File: config.mk
export PLATFORM = sky130hd
export DESIGN_NAME = mem_port_arbiter_flat
export DESIGN_NICKNAME = d
export VERILOG_FILES = /design/src/rtl/mem_port_arbiter_pkg.sv /design/src/rtl/mem_port_arbiter_if.sv /design/src/rtl/mem_port_arbiter_lane_align.sv /design/src/rtl/mem_port_arbiter.sv /design/src/flat_wrapper.sv
export SDC_FILE = /design/constraint.sdc
export NUM_CORES = 1
export LEC_CHECK = 0
export BUFFER_PORTS_ARGS = -buffer_cell sky130_fd_sc_hd__buf_2
export CORE_AREA = 2 2 99 101
export DETAILED_ROUTE_END_ITERATION = 16
export DIE_AREA = 0 0 101 103
export MAX_ROUTING_LAYER = met4
export PLACE_DENSITY_LB_ADDON = 0.15
export SETUP_SLACK_MARGIN = 0.1
export SLEW_MARGIN = 25
export SYNTH_ARGS = -nofsm -noshare
export SYNTH_HDL_FRONTEND = slang
export SYNTH_SLANG_ARGS = --single-unit
File: constraint.sdc
create_clock -name clk -period 2.9 [get_ports clk]
set_clock_uncertainty 0.1 [all_clocks]
set_input_delay 0.29 -clock clk [delete_from_list [all_inputs] [get_ports clk]]
set_output_delay 0.29 -clock clk [all_outputs]
set_load 0.005 [all_outputs]
File: src/rtl/mem_port_arbiter_pkg.sv
// Shared types for the fetch / load-store memory port arbiter.
// Provides RV32I funct3 width codes, the response owner enum, the
// registered response tag and small decode helpers for access size
// and alignment.
package mem_arb_pkg;

    localparam logic [2:0] F3_B  = 3'd0;
    localparam logic [2:0] F3_H  = 3'd1;
    localparam logic [2:0] F3_W  = 3'd2;
    localparam logic [2:0] F3_BU = 3'd4;
    localparam logic [2:0] F3_HU = 3'd5;

    typedef enum logic [1:0] {
        OWN_NONE = 2'd0,
        OWN_IF   = 2'd1,
        OWN_LS   = 2'd2
    } owner_e;

    typedef enum logic [1:0] {
        SZ_BYTE = 2'd0,
        SZ_HALF = 2'd1,
        SZ_WORD = 2'd2
    } size_e;

    // owner names who used the memory in the grant cycle; ls_gnt/ls_mis
    // track the load/store handshake separately because a misaligned
    // access is granted without touching memory.
    typedef struct packed {
        owner_e     owner;
        logic [2:0] funct3;
        logic [1:0] off;
        logic       ls_we;
        logic       ls_gnt;
        logic       ls_mis;
    } resp_tag_t;

    localparam resp_tag_t TAG_IDLE = '{owner: OWN_NONE, default: '0};

    // Unused funct3 codes (3, 6, 7) fall through to word size.
    function automatic size_e access_size(input logic [2:0] funct3);
        size_e sz;
        case (funct3)
            F3_B, F3_BU: sz = SZ_BYTE;
            F3_H, F3_HU: sz = SZ_HALF;
            F3_W:        sz = SZ_WORD;
            default:     sz = SZ_WORD;
        endcase
        return sz;
    endfunction

    function automatic logic is_misaligned(input logic [2:0] funct3, input logic [1:0] off);
        logic mis;
        case (access_size(funct3))
            SZ_HALF: mis = off[0];
            SZ_WORD: mis = (off != 2'd0);
            default: mis = 1'b0;
        endcase
        return mis;
    endfunction

endpackage

File: src/rtl/mem_port_arbiter_if.sv
// Bundle of the core-side (fetch + load/store) handshakes and the
// memory-array command/response signals around mem_port_arbiter.
//   slave  : arbiter view (requests and mem_rdata in, grants/responses/command out)
//   master : environment view (core + memory array)
interface mem_port_arbiter_if #(
    parameter int unsigned ADDR_W = 12
);
    logic              if_req;
    logic [31:0]       if_addr;
    logic              if_gnt;
    logic              if_rvalid;
    logic [31:0]       if_rdata;

    logic              ls_req;
    logic              ls_we;
    logic [2:0]        ls_funct3;
    logic [31:0]       ls_addr;
    logic [31:0]       ls_wdata;
    logic              ls_gnt;
    logic              ls_rvalid;
    logic [31:0]       ls_rdata;
    logic              ls_misalign;

    logic              mem_en;
    logic [3:0]        mem_we;
    logic [ADDR_W-1:0] mem_addr;
    logic [31:0]       mem_wdata;
    logic [31:0]       mem_rdata;

    modport slave (
        input  if_req, if_addr,
        input  ls_req, ls_we, ls_funct3, ls_addr, ls_wdata,
        input  mem_rdata,
        output if_gnt, if_rvalid, if_rdata,
        output ls_gnt, ls_rvalid, ls_rdata, ls_misalign,
        output mem_en, mem_we, mem_addr, mem_wdata
    );

    modport master (
        output if_req, if_addr,
        output ls_req, ls_we, ls_funct3, ls_addr, ls_wdata,
        output mem_rdata,
        input  if_gnt, if_rvalid, if_rdata,
        input  ls_gnt, ls_rvalid, ls_rdata, ls_misalign,
        input  mem_en, mem_we, mem_addr, mem_wdata
    );
endinterface

File: src/rtl/mem_port_arbiter_lane_align.sv
// Combinational byte-lane steering for the shared memory port.
//   st_funct3_i/st_off_i/st_wdata_i : store width, byte offset, right-aligned data
//   st_we_c_o/st_wdata_c_o          : byte write enables and lane-shifted data
//   ld_funct3_i/ld_off_i/ld_rdata_i : load width, byte offset, raw memory word
//   ld_data_c_o                     : selected and sign/zero-extended load data
module mem_port_arbiter_lane_align
    import mem_arb_pkg::*;
(
    input  logic [2:0]  st_funct3_i,
    input  logic [1:0]  st_off_i,
    input  logic [31:0] st_wdata_i,
    output logic [3:0]  st_we_c_o,
    output logic [31:0] st_wdata_c_o,
    input  logic [2:0]  ld_funct3_i,
    input  logic [1:0]  ld_off_i,
    input  logic [31:0] ld_rdata_i,
    output logic [31:0] ld_data_c_o
);

    // Store: mask and data both move by the byte offset.
    always_comb begin
        st_we_c_o    = 4'b1111;
        st_wdata_c_o = 32'(st_wdata_i << {st_off_i, 3'b000});
        case (access_size(st_funct3_i))
            SZ_BYTE: st_we_c_o = 4'(4'b0001 << st_off_i);
            SZ_HALF: st_we_c_o = 4'(4'b0011 << st_off_i);
            default: st_we_c_o = 4'b1111;
        endcase
    end

    // Load: bring the addressed lane down to bit 0, then extend.
    // funct3[2] set selects the unsigned variants (LBU/LHU).
    logic [31:0] ld_shift;
    logic        ld_signed;

    always_comb begin
        ld_shift    = 32'(ld_rdata_i >> {ld_off_i, 3'b000});
        ld_signed   = ~ld_funct3_i[2];
        ld_data_c_o = ld_rdata_i;
        case (access_size(ld_funct3_i))
            SZ_BYTE: ld_data_c_o = {{24{ld_signed & ld_shift[7]}}, ld_shift[7:0]};
            SZ_HALF: ld_data_c_o = {{16{ld_signed & ld_shift[15]}}, ld_shift[15:0]};
            default: ld_data_c_o = ld_rdata_i;
        endcase
    end

endmodule

File: src/rtl/mem_port_arbiter.sv
// Shares one single-port instruction/data memory between the fetch port
// and the load/store port. Grants are decided combinationally each cycle
// (load/store has priority unless fetch has been starved MAX_STARVE
// cycles); the memory command is driven in the grant cycle and the
// response is returned exactly one cycle later using a registered tag.
//   clk, reset : clock, asynchronous active-high reset
//   bus        : fetch/load-store handshakes and memory command/response
module mem_port_arbiter
    import mem_arb_pkg::*;
#(
    parameter int unsigned ADDR_W     = 12,
    parameter int unsigned MAX_STARVE = 4
) (
    input  logic               clk,
    input  logic               reset,
    mem_port_arbiter_if.slave  bus
);

    localparam int unsigned STARVE_W = $clog2(MAX_STARVE + 1);

    logic [STARVE_W-1:0] starve_q, starve_d;
    resp_tag_t           tag_q, tag_d;

    logic        ls_size_mis;
    logic        force_if;
    logic        ls_gnt_c;
    logic        ls_mem_c;
    logic        if_gnt_c;

    logic [3:0]  st_we;
    logic [31:0] st_wdata;
    logic [31:0] ld_data;

    mem_port_arbiter_lane_align u_lane_align (
        .st_funct3_i  (bus.ls_funct3),
        .st_off_i     (bus.ls_addr[1:0]),
        .st_wdata_i   (bus.ls_wdata),
        .st_we_c_o    (st_we),
        .st_wdata_c_o (st_wdata),
        .ld_funct3_i  (tag_q.funct3),
        .ld_off_i     (tag_q.off),
        .ld_rdata_i   (bus.mem_rdata),
        .ld_data_c_o  (ld_data)
    );

    // Grant decision. A misaligned load/store is accepted without using
    // the memory, so fetch may share that cycle.
    always_comb begin
        ls_size_mis = is_misaligned(bus.ls_funct3, bus.ls_addr[1:0]);
        force_if    = bus.if_req && (starve_q == STARVE_W'(MAX_STARVE));
        ls_gnt_c    = !reset && bus.ls_req && !force_if;
        ls_mem_c    = ls_gnt_c && !ls_size_mis;
        if_gnt_c    = !reset && bus.if_req && !ls_mem_c;
    end

    assign bus.if_gnt = if_gnt_c;
    assign bus.ls_gnt = ls_gnt_c;

    // Memory command for the winner; idle cycles drive all zeros.
    always_comb begin
        bus.mem_en    = 1'b0;
        bus.mem_we    = 4'b0000;
        bus.mem_addr  = '0;
        bus.mem_wdata = '0;
        if (ls_mem_c) begin
            bus.mem_en   = 1'b1;
            bus.mem_addr = bus.ls_addr[ADDR_W+1:2];
            if (bus.ls_we) begin
                bus.mem_we    = st_we;
                bus.mem_wdata = st_wdata;
            end
        end else if (if_gnt_c) begin
            bus.mem_en   = 1'b1;
            bus.mem_addr = bus.if_addr[ADDR_W+1:2];
        end
    end

    // Starvation counter: counts refused fetch cycles, saturating.
    always_comb begin
        starve_d = starve_q;
        if (!bus.if_req || if_gnt_c) begin
            starve_d = '0;
        end else if (starve_q != STARVE_W'(MAX_STARVE)) begin
            starve_d = starve_q + STARVE_W'(1);
        end
    end

    // Response tag captured in the grant cycle.
    always_comb begin
        tag_d = TAG_IDLE;
        if (ls_mem_c) begin
            tag_d.owner = OWN_LS;
        end else if (if_gnt_c) begin
            tag_d.owner = OWN_IF;
        end
        if (ls_gnt_c) begin
            tag_d.funct3 = bus.ls_funct3;
            tag_d.off    = bus.ls_addr[1:0];
            tag_d.ls_we  = bus.ls_we;
            tag_d.ls_gnt = 1'b1;
            tag_d.ls_mis = ls_size_mis;
        end
    end

    always_ff @(posedge clk or posedge reset) begin
        if (reset) begin
            starve_q <= '0;
            tag_q    <= TAG_IDLE;
        end else begin
            starve_q <= starve_d;
            tag_q    <= tag_d;
        end
    end

    // Responses come from the tag; data is gated so idle/reset reads zero.
    always_comb begin
        bus.if_rvalid   = (tag_q.owner == OWN_IF);
        bus.if_rdata    = (tag_q.owner == OWN_IF) ? bus.mem_rdata : 32'h0;
        bus.ls_rvalid   = tag_q.ls_gnt && !tag_q.ls_mis;
        bus.ls_misalign = tag_q.ls_gnt && tag_q.ls_mis;
        bus.ls_rdata    = (tag_q.owner == OWN_LS && !tag_q.ls_we) ? ld_data : 32'h0;
    end

    // Address bits outside the word index are intentionally ignored.
    logic unused_addr_bits;
    assign unused_addr_bits = ^{bus.if_addr[31:ADDR_W+2], bus.if_addr[1:0],
                                bus.ls_addr[31:ADDR_W+2]};

endmodule
File: src/flat_wrapper.sv
// flat-port wrapper written by rule: the top's interface ports become plain ports
module mem_port_arbiter_flat import mem_arb_pkg::*;
#(
    parameter int unsigned ADDR_W     = 12,
    parameter int unsigned MAX_STARVE = 4
)
  (clk, reset, bus_if_req, bus_if_addr, bus_ls_req, bus_ls_we, bus_ls_funct3, bus_ls_addr, bus_ls_wdata, bus_mem_rdata, bus_if_gnt, bus_if_rvalid, bus_if_rdata, bus_ls_gnt, bus_ls_rvalid, bus_ls_rdata, bus_ls_misalign, bus_mem_en, bus_mem_we, bus_mem_addr, bus_mem_wdata);
  mem_port_arbiter_if #(.ADDR_W(ADDR_W)) bus_i ();
  input  logic clk;
  input  logic reset;
  input wire logic [$bits(bus_i.if_req)-1:0] bus_if_req;
  input wire logic [$bits(bus_i.if_addr)-1:0] bus_if_addr;
  input wire logic [$bits(bus_i.ls_req)-1:0] bus_ls_req;
  input wire logic [$bits(bus_i.ls_we)-1:0] bus_ls_we;
  input wire logic [$bits(bus_i.ls_funct3)-1:0] bus_ls_funct3;
  input wire logic [$bits(bus_i.ls_addr)-1:0] bus_ls_addr;
  input wire logic [$bits(bus_i.ls_wdata)-1:0] bus_ls_wdata;
  input wire logic [$bits(bus_i.mem_rdata)-1:0] bus_mem_rdata;
  output wire logic [$bits(bus_i.if_gnt)-1:0] bus_if_gnt;
  output wire logic [$bits(bus_i.if_rvalid)-1:0] bus_if_rvalid;
  output wire logic [$bits(bus_i.if_rdata)-1:0] bus_if_rdata;
  output wire logic [$bits(bus_i.ls_gnt)-1:0] bus_ls_gnt;
  output wire logic [$bits(bus_i.ls_rvalid)-1:0] bus_ls_rvalid;
  output wire logic [$bits(bus_i.ls_rdata)-1:0] bus_ls_rdata;
  output wire logic [$bits(bus_i.ls_misalign)-1:0] bus_ls_misalign;
  output wire logic [$bits(bus_i.mem_en)-1:0] bus_mem_en;
  output wire logic [$bits(bus_i.mem_we)-1:0] bus_mem_we;
  output wire logic [$bits(bus_i.mem_addr)-1:0] bus_mem_addr;
  output wire logic [$bits(bus_i.mem_wdata)-1:0] bus_mem_wdata;
  assign bus_i.if_req = bus_if_req;
  assign bus_i.if_addr = bus_if_addr;
  assign bus_i.ls_req = bus_ls_req;
  assign bus_i.ls_we = bus_ls_we;
  assign bus_i.ls_funct3 = bus_ls_funct3;
  assign bus_i.ls_addr = bus_ls_addr;
  assign bus_i.ls_wdata = bus_ls_wdata;
  assign bus_i.mem_rdata = bus_mem_rdata;
  assign bus_if_gnt = bus_i.if_gnt;
  assign bus_if_rvalid = bus_i.if_rvalid;
  assign bus_if_rdata = bus_i.if_rdata;
  assign bus_ls_gnt = bus_i.ls_gnt;
  assign bus_ls_rvalid = bus_i.ls_rvalid;
  assign bus_ls_rdata = bus_i.ls_rdata;
  assign bus_ls_misalign = bus_i.ls_misalign;
  assign bus_mem_en = bus_i.mem_en;
  assign bus_mem_we = bus_i.mem_we;
  assign bus_mem_addr = bus_i.mem_addr;
  assign bus_mem_wdata = bus_i.mem_wdata;
  mem_port_arbiter #(.ADDR_W(ADDR_W), .MAX_STARVE(MAX_STARVE)) u_core (.clk(clk), .reset(reset), .bus(bus_i));
endmodule
==> metrics.cfg <==
[placed_design]
gp_congestion=0.8490
io_buffers=215
hpwl_um=7170
post-place-cells=644
placed_area_um2=3477
dp_slack_ns=0.5364

[sta]
fmax_mhz=384.2
whs_ns=0.2126
worst_pin_slew_ns=0.6885
maxSlewViolCount=0
rsz0062_at_grt=no
setup_violations=0
fin_setup_tns_ns=0
setup_slack_ns=0.2972
period_minus_slack_ns=2.603
max-slew-margin-rel_pct=54.01
final_hold_viol_count=0
min_period_over_period_pct=89.75

[logic_synthesis]
syn_area_per_cell_um2=6.925
synthesis.yosys.warnings=0
synth_edf_count=0
dominantRegCellSynth=dfrtp_1
syn_inst=331
ys_seq_elements=13
async_flop_share_pct=100.0
synth.distinct_cells=37
seq_area_frac_synth_pct=14.19
syn_nets=469
netlist_area_um2=2292

[final_layout]
syn2layout_area_growth_pct=54.09
layout.nets=674
final_cell_mix=buf_2, nor2_1, and2_1, mux2i_1, nor3_1
layout_commonest_cell=buf_2
final_util_pct=37.34
diodes=0
fin_area_um2=3532
fin_cells=649
drive_gt1_share_pct=44.11
regArea_um2=325.3
fill_cells=1063
multi_input_area_um2=1787

[worst_setup_path]
setup.worst_path.start=u_core.starve_q[0]
crit_arrival_ns=2.21
crit_path_start_kind=flip-flop
worstSetupPathType=flip-flop to output port
end_kind=output port
r2r_start=u_core.starve_q[0]
worstPathMaxFanout=16
cp_data_required_time_ns=2.51

[hold_path]
worstHoldStart=bus_ls_funct3[2]
hold_class=primary input to flip-flop

[die]
dieWidth_um=101
start_util_pct=24.23
row_count=36
dieArea_um2=10400
io-pin-count=254
core_area_um2=9459
die_h_um=103

[clock_tree]
cts.clk_slew.worst_paths_ns=0.06
clockBufferDepth=2
cts-resized-gates=0
h-tree-depth=1
cts_tree=done
postCtsSetupBuffers=0
cts_root_buffer=clkbuf_8
numCtsBuffers=3
clkLatencyLatePin_ns=0.24
holdBufCountCts=1
cts.sinks=13

[routing]
antenna_left=0
wirelength_um=9125
viasPerCell=4.778
first_pass_iters=4
drt_drc_violations_left=0
num_vias=3101
wl_per_cell_um=14.06
first_iter_violations=73

[power]
ir_worst_vdd_mv=0.2214
power.leakage_nw=2.011
p_total_mw=0.7403
powerDensity_nw_per_um2=209.6

[grt]
grt_overflow=0
grt_max_degree=36
antenna_found_initial=0
grt_pass1_wl_um=13020
grt_pass1_vias=2577
track_usage_pct=15.99

[outcome]
status=complete, no violations

[flow_run]
cap_violations=0

==> synthesized netlist by cell type, types with 5 or more instances <==
library cell / number / area, um2
nand2_1: 16 / 60.06
o2bb2ai_1: 12 / 105.1
a211oi_1: 16 / 120.1
a22o_1: 12 / 105.1
and3_1: 6 / 37.54
dfrtp_1: 13 / 325.3
inv_1: 15 / 56.30
and2_1: 43 / 269.0
nor2_1: 55 / 206.5
nor3_1: 19 / 95.09
nor2b_1: 15 / 93.84
a22oi_1: 5 / 37.54
a21oi_1: 14 / 70.07
buf_2: 5 / 25.02
a221oi_1: 8 / 70.07
mux2i_1: 28 / 280.3
clkbuf_1: 19 / 71.32
==> sequential cells by signal (all words and copies together), names as in the netlist <==
signal,count
u_core.tag_q,10
u_core.starve_q,3
==> critical path, cell delays in order, from the launching register on <==
cell,delay [ns]
dfrtp_1,0.38
inv_1,0.05
ha_1,0.23
nand3_1,0.20
o211a_1,0.49
nor2_1,0.10
buf_4,0.20
a22o_1,0.19
buf_2,0.12
==> final cells by class <==
type                    instances  area share, %
multi-input cells             275          50.58
repair buffers                228          33.30
flip-flops and latches         13          9.210
well taps                     114          4.038
inverters                      15          1.594
clock buffers                   4          1.275
==> power by group <==
| group | internal, mW | switching (mW) | total (mW) |
|---|---|---|---|
| combinational | 0.182 | 0.200 | 0.382 |
| sequential | 0.189 | 0.0102 | 0.200 |
| clock | 0.0968 | 0.0617 | 0.159 |
| total | 0.468 | 0.272 | 0.740 |
==> worst paths after layout <==
kind / cells past startpoint / end / slack [ns]
hold / removal: 2 / u_core.tag_q[7] / 0.21
setup reg to reg: 6 / u_core.starve_q[2] / 0.89
setup / recovery: 8 / bus_mem_addr[8] / 0.30
max in group asynchronous: 4 / u_core.starve_q[2] / 2.02
min in group asynchronous: 4 / u_core.starve_q[0] / 0.51
hold reg to reg: 2 / u_core.starve_q[1] / 0.46
==> kinds of logic after synthesis <==
logic type	Yosys count	share of synthesized area, %
flip-flops	13	14.19
adder cells (fa/ha/maj)	2	1.092
AND/OR/NAND/NOR	162	35.48
XOR/XNOR	2	0.7643
AO/OA/AOI/OAI	79	27.13
buffers and inverters	43	7.969
multiplexers	30	13.37
==> layer usage <==
metal	vias up	track usage (%)	part of all wire (%)	wire length, um
met2	115	29.13	51	4621
met1	1408	19.84	43	3906
met3	4	1.356	6.0	546
met5	-	-	0	0
met4	0	1.975	0.56	51
li1	1574	-	-	-
(Power assumes the default switching activity.)
